===== config.mk =====
export PLATFORM = sky130hd
export DESIGN_NAME = cdc_handshake_tx
export DESIGN_NICKNAME = d
export VERILOG_FILES = /design/src/rtl/cdc_pkg.sv /design/src/rtl/ack_sync_chain.sv /design/src/rtl/cdc_handshake_tx.sv
export SDC_FILE = /design/constraint.sdc
export NUM_CORES = 1
export LEC_CHECK = 0
export CAP_MARGIN = 20
export CORE_AREA = 8 8 78 86
export DETAILED_ROUTE_END_ITERATION = 8
export DIE_AREA = 0 0 86 94
export GPL_TIMING_DRIVEN = 0
export PLACE_DENSITY = 0.81
export SLEW_MARGIN = 20
export SYNTH_ARGS = -nofsm -noshare
export SYNTH_HDL_FRONTEND = slang
export SYNTH_HIERARCHICAL = 1
export SYNTH_SLANG_ARGS = --single-unit
export TNS_END_PERCENT = 20

===== constraint.sdc =====
create_clock -name clk -period 4.55 [get_ports clk]
set_input_delay 0.455 -clock clk [delete_from_list [all_inputs] [get_ports clk]]
set_output_delay 0.455 -clock clk [all_outputs]
set_load 0.02 [all_outputs]

===== src/rtl/cdc_pkg.sv =====
// Shared types and default sizes for the toggle req/ack CDC handshake.
package cdc_pkg;

    // Source-side handshake FSM states.
    typedef enum logic {
        IDLE     = 1'b0,
        WAIT_ACK = 1'b1
    } hs_state_e;

    // Default depth of the ack synchronizer chain (must be >= 2).
    localparam int DEF_SYNC_STAGES = 2;

    // Default width of a transferred control word.
    localparam int DEF_DATA_W = 32;

endpackage : cdc_pkg


===== src/rtl/ack_sync_chain.sv =====
// Multi-flop synchronizer for a single asynchronous level (the ack toggle).
// The output is the last stage; input-to-output latency is STAGES cycles.
module ack_sync_chain
    import cdc_pkg::*;
#(
    parameter int STAGES = DEF_SYNC_STAGES
) (
    input  logic clk,
    input  logic reset,
    input  logic d_i,
    output logic q_o
);

    logic [STAGES-1:0] chain_q;
    logic [STAGES-1:0] chain_d;

    // Shift the asynchronous level one stage deeper each cycle.
    always_comb begin
        chain_d = {chain_q[STAGES-2:0], d_i};
    end

    // Chain registers, cleared by synchronous reset.
    always_ff @(posedge clk) begin
        if (reset) begin
            chain_q <= '0;
        end else begin
            chain_q <= chain_d;
        end
    end

    assign q_o = chain_q[STAGES-1];

endmodule : ack_sync_chain


===== src/rtl/cdc_handshake_tx.sv =====
// Source-domain end of a two-phase (toggle) req/ack CDC handshake.
// A word accepted on s_valid/s_ready is held on data_o while req_o toggles;
// the transfer completes when the synchronized ack toggle matches req_o.
// Optional ack timeout with sticky err: define HS_TIMEOUT_EN.
//
// Handshake: a word is transferred on every rising clk edge where
// s_valid && s_ready; s_ready never depends on s_valid, and s_data is
// only sampled on that edge.
module cdc_handshake_tx
    import cdc_pkg::*;
#(
    parameter int DATA_W      = DEF_DATA_W,
    parameter int SYNC_STAGES = DEF_SYNC_STAGES,
    parameter int CNT_W       = 16,
    parameter int TIMEOUT_CYC = 1024
) (
    input  logic              clk,
    input  logic              reset,
    input  logic              s_valid,
    output logic              s_ready,
    input  logic [DATA_W-1:0] s_data,
    output logic              req_o,
    output logic [DATA_W-1:0] data_o,
    input  logic              ack_i,
    output logic              busy,
    output logic [CNT_W-1:0]  xfer_cnt,
    output logic              err
);

    hs_state_e         state_q, state_d;
    logic              req_q, req_d;
    logic [DATA_W-1:0] data_q, data_d;
    logic [CNT_W-1:0]  cnt_q, cnt_d;
    logic              ack_s;
    logic              ack_match;
    logic              accept;

    ack_sync_chain #(
        .STAGES (SYNC_STAGES)
    ) u_ack_sync (
        .clk   (clk),
        .reset (reset),
        .d_i   (ack_i),
        .q_o   (ack_s)
    );

    // The destination has caught up when its synchronized ack equals our req.
    assign ack_match = (ack_s == req_q);
    assign s_ready   = (state_q == IDLE) && ack_match && !reset;
    assign accept    = s_valid && s_ready;

    // Next-state, captured word, req toggle and completion count.
    always_comb begin
        state_d = state_q;
        req_d   = req_q;
        data_d  = data_q;
        cnt_d   = cnt_q;
        case (state_q)
            IDLE: begin
                if (accept) begin
                    data_d  = s_data;
                    req_d   = ~req_q;
                    state_d = WAIT_ACK;
                end
            end
            WAIT_ACK: begin
                if (ack_match) begin
                    state_d = IDLE;
                    cnt_d   = cnt_q + CNT_W'(1);
                end
            end
            default: begin
                state_d = IDLE;
            end
        endcase
    end

    // Handshake registers with synchronous reset.
    always_ff @(posedge clk) begin
        if (reset) begin
            state_q <= IDLE;
            req_q   <= 1'b0;
            data_q  <= '0;
            cnt_q   <= '0;
        end else begin
            state_q <= state_d;
            req_q   <= req_d;
            data_q  <= data_d;
            cnt_q   <= cnt_d;
        end
    end

    assign req_o    = req_q;
    assign data_o   = data_q;
    assign busy     = (state_q == WAIT_ACK);
    assign xfer_cnt = cnt_q;

`ifdef HS_TIMEOUT_EN
    localparam int               TO_W   = $clog2(TIMEOUT_CYC + 1);
    localparam logic [TO_W-1:0]  TO_MAX = TO_W'(TIMEOUT_CYC);

    logic [TO_W-1:0] tcnt_q, tcnt_d;
    logic            err_q, err_d;

    // Count WAIT_ACK cycles (saturating) and latch err once the limit is hit.
    always_comb begin
        tcnt_d = tcnt_q;
        err_d  = err_q;
        if (state_q == IDLE) begin
            if (accept) begin
                tcnt_d = '0;
            end
        end else if (tcnt_q != TO_MAX) begin
            tcnt_d = tcnt_q + TO_W'(1);
        end
        if ((state_q == WAIT_ACK) && !ack_match && (tcnt_d == TO_MAX)) begin
            err_d = 1'b1;
        end
    end

    // Timeout counter and sticky error flag.
    always_ff @(posedge clk) begin
        if (reset) begin
            tcnt_q <= '0;
            err_q  <= 1'b0;
        end else begin
            tcnt_q <= tcnt_d;
            err_q  <= err_d;
        end
    end

    assign err = err_q;
`else
    logic unused_timeout;
    assign unused_timeout = (TIMEOUT_CYC != 0);
    assign err            = 1'b0;
`endif

endmodule : cdc_handshake_tx


==> results_dict.tcl <==
set metrics [dict create \
    syn2layout_area_growth_pct 52.79 \
    rrSetupSlack_ns 2.43 \
    n_fill_cell 502 \
    clock-sinks 52 \
    fin_nets 379 \
    p_comb_share_pct 17.5 \
    cts.htree.levels 2 \
    status "complete, no violations" \
    finalSetupTns_ns 0 \
    totalWireLength_um 5524 \
    crit_required_ns 4.09 \
    post-dp-hpwl_um 4321 \
    crit_path_max_fanout 10 \
    yosysWarnings 6 \
    layout_common_cells "86 x clkdlybuf4s50_1, 71 x nand2_1, 52 x dfxtp_1, 40 x a21oi_1, 13 x clkbuf_1" \
    tightest_slew_ns 0.6255 \
    grt_pass1_wl_um 9101 \
    grt_pass1_vias 1929 \
    antenna_cells 0 \
    period_needed_ns 2.850 \
    dpl-instance-area_mm2 0.002948 \
    postLayoutCoreUtil_pct 57.57 \
    rows 28 \
    fin_crit_sh_pct 62.63 \
    die_w_um 86 \
    power_frac_seq_pct 52.7 \
    drv_cap 0 \
    cts.clk_slew.worst_paths_ns 0.10 \
    grt_overflow 0 \
    die-height_um 94 \
    antenna_found_initial 0 \
    synth-compound-area-share_pct 12.93 \
    syn-instance-count 249 \
    yosys.area_share.adder_pct 0.6277 \
    power_density_mw_per_mm2 302.2 \
    track_usage_pct 13.92 \
    synth_seq_cells 52 \
    numCtsBuffers 5 \
    clockBufferDepth 2 \
    grt_max_degree 17 \
    slew_violations 0 \
    clock_tree.root_cell "clkbuf_8" \
    postSynthNetCount 286 \
    synthesis.area_mm2 0.001993 \
    synth_top_family_by_area "simple AND/OR/NAND/NOR gates" \
    drt_iter0_markers 56 \
    finalPower_w 0.0009202 \
    wire_per_inst_um 13.22 \
    final-setup-viol-count 0 \
    place_inst 410 \
    start_util_pct 37.68 \
    layout.cells.non_filler 418 \
    synth_top_area_share_pct 52.23 \
    final_common_cell "clkdlybuf4s50_1" \
    slew_headroom_pct 58.16 \
    muxShareOfSynthArea_pct 0.5650 \
    cts_tree "done" \
    yosys.area_share.xor_xnor_pct 4.394 \
    critPathLaunchType "input port" \
    drive_above_1_share_pct 4.082 \
    clk_latency_ns 0.30 \
    hold_violations 0 \
    cts_setup_buffers 0 \
    place_congestion 0.7880 \
    core_mm2 0.005290 \
    ctsResizeCount 0 \
    synth_top_cell_by_area "dfxtp_1" \
    drc 0 \
    ir_worst_vdd_v 0.0002169 \
    postSynthAreaPerCell_um2 8.005 \
    p_int_w 0.0006757 \
    endpoint_kind "output pin" \
    skew_ns 0.007010 \
    swShare_pct 26.57 \
    cts_hold_buf 0 \
    drtAntennaViolNets 0 \
    p_sw_w 0.0002445 \
    synthSimpleGateAreaFrac_pct 24.61 \
    vias 1953 \
    fin_area_mm2 0.003045 \
    cp.arrival_ns 2.39 \
    hold_path_class "reg -> reg" \
    p_clk_share_pct 29.8 \
    critical_path_class "in -> out" \
    ys_types 28 \
    total_leakage_power_nw 1.031 \
    fmax_ghz 0.3509 \
    pin_count 88 \
    ys_seq_area_share_pct 52.23 \
    synthTopCellsByArea "dfxtp_1 52%, nand2_1 13%, a21oi_1 10%, xnor2_1 2.6%, clkbuf_1 2.4%" \
    port_buffers 86 \
    firstDrtPassIters 4 \
    rsz0062_at_grt "false" \
    dieArea_mm2 0.008084 \
    viasPerCell 4.672 \
]
-- power by group through the flow --
stage          Sequential, W  Clock [W]  Combinational, W
2_1_floorplan       0.000518          0         0.0000536
3_3_place_gp        0.000495          0          0.000160
3_5_place_dp        0.000496          0          0.000162
4_1_cts             0.000485   0.000285          0.000163
5_1_grt             0.000488   0.000300          0.000175
6_report            0.000485   0.000274          0.000161
-- metal layers --
layer  vias up  global-route usage (%)  wire [um]
li1       1006                       -          -
met1       888                   14.81       2275
met2        55                   23.83       2652
met3         4                   6.999        559
met4         0                   3.509         37
met5         -                       0          0
-- logic make-up after synthesis --
kind of cell | count (synthesis)
fa+ha+maj | 1
compound gates | 48
flops | 52
xor+xnor | 10
mux | 1
other cells | 1
buf+inv | 22
simple gates | 114
-- worst max-delay path: stages --
cell	delay [ns]
clkdlybuf4s50_1	0.51
clkbuf_1	0.29
clkbuf_1	0.47
nor3_1	0.10
clkdlybuf4s50_1	0.56
-- stage by stage --
step	hold slack, ns	worst slack [ns]
6_report	0.4576	1.700
5_1_grt	0.4791	1.523
4_1_cts	0.4589	1.670
3_5_place_dp	0.4457	1.673
3_3_place_gp	0.4186	1.649
2_1_floorplan	0.4138	2.480
-- registers in the layout, summed over array words and instances, names as in the netlist --
| register | flops |
|---|---|
| req_o | 1 |
| data_o | 32 |
| u_ack_sync/chain_q | 2 |
| xfer_cnt | 16 |
| busy | 1 |
-- cell usage after synthesis --
library cell / instances
buf_4: 1
o21ba_2: 1
o21ai_0: 3
nand4_1: 3
mux2_2: 1
xor2_1: 4
or4_1: 2
a31o_2: 1
a21oi_1: 40
nor3_1: 5
buf_2: 2
ha_1: 1
nand2b_1: 1
dfxtp_1: 52
nand3_1: 9
xnor2_1: 6
o31ai_1: 1
inv_1: 6
nand2_1: 71
and3_1: 2
nor2b_1: 3
clkbuf_1: 13
or3_1: 3
nor2_1: 12
nor4_1: 3
o31a_1: 1
a21o_1: 1
conb_1: 1
-- cell type report --
type / instances / area [um^2] / area share [%]
plain buffers: 16 / 66.31 / 2.177
clock buffers: 6 / 82.58 / 2.712
clock inverters: 2 / 15.01 / 0.4930
inverters: 6 / 22.52 / 0.7395
multi-input cells: 175 / 863.3 / 28.35
flip-flops and latches: 52 / 1041 / 34.18
well taps: 75 / 93.84 / 3.081
repair buffers: 86 / 860.8 / 28.27
-- final timing paths --
kind                                         startpoint                   endpoint  cells after the start
worst max register to register       req_o$_SDFFE_PP0P_  xfer_cnt[14]$_SDFFE_PP0P_                      5
worst min register to register  data_o[14]$_SDFFE_PP0P_    data_o[14]$_SDFFE_PP0P_                      2
worst min-delay path            data_o[14]$_SDFFE_PP0P_    data_o[14]$_SDFFE_PP0P_                      2
worst max-delay path                              reset                    s_ready                      5
(Power assumes the default switching activity.)
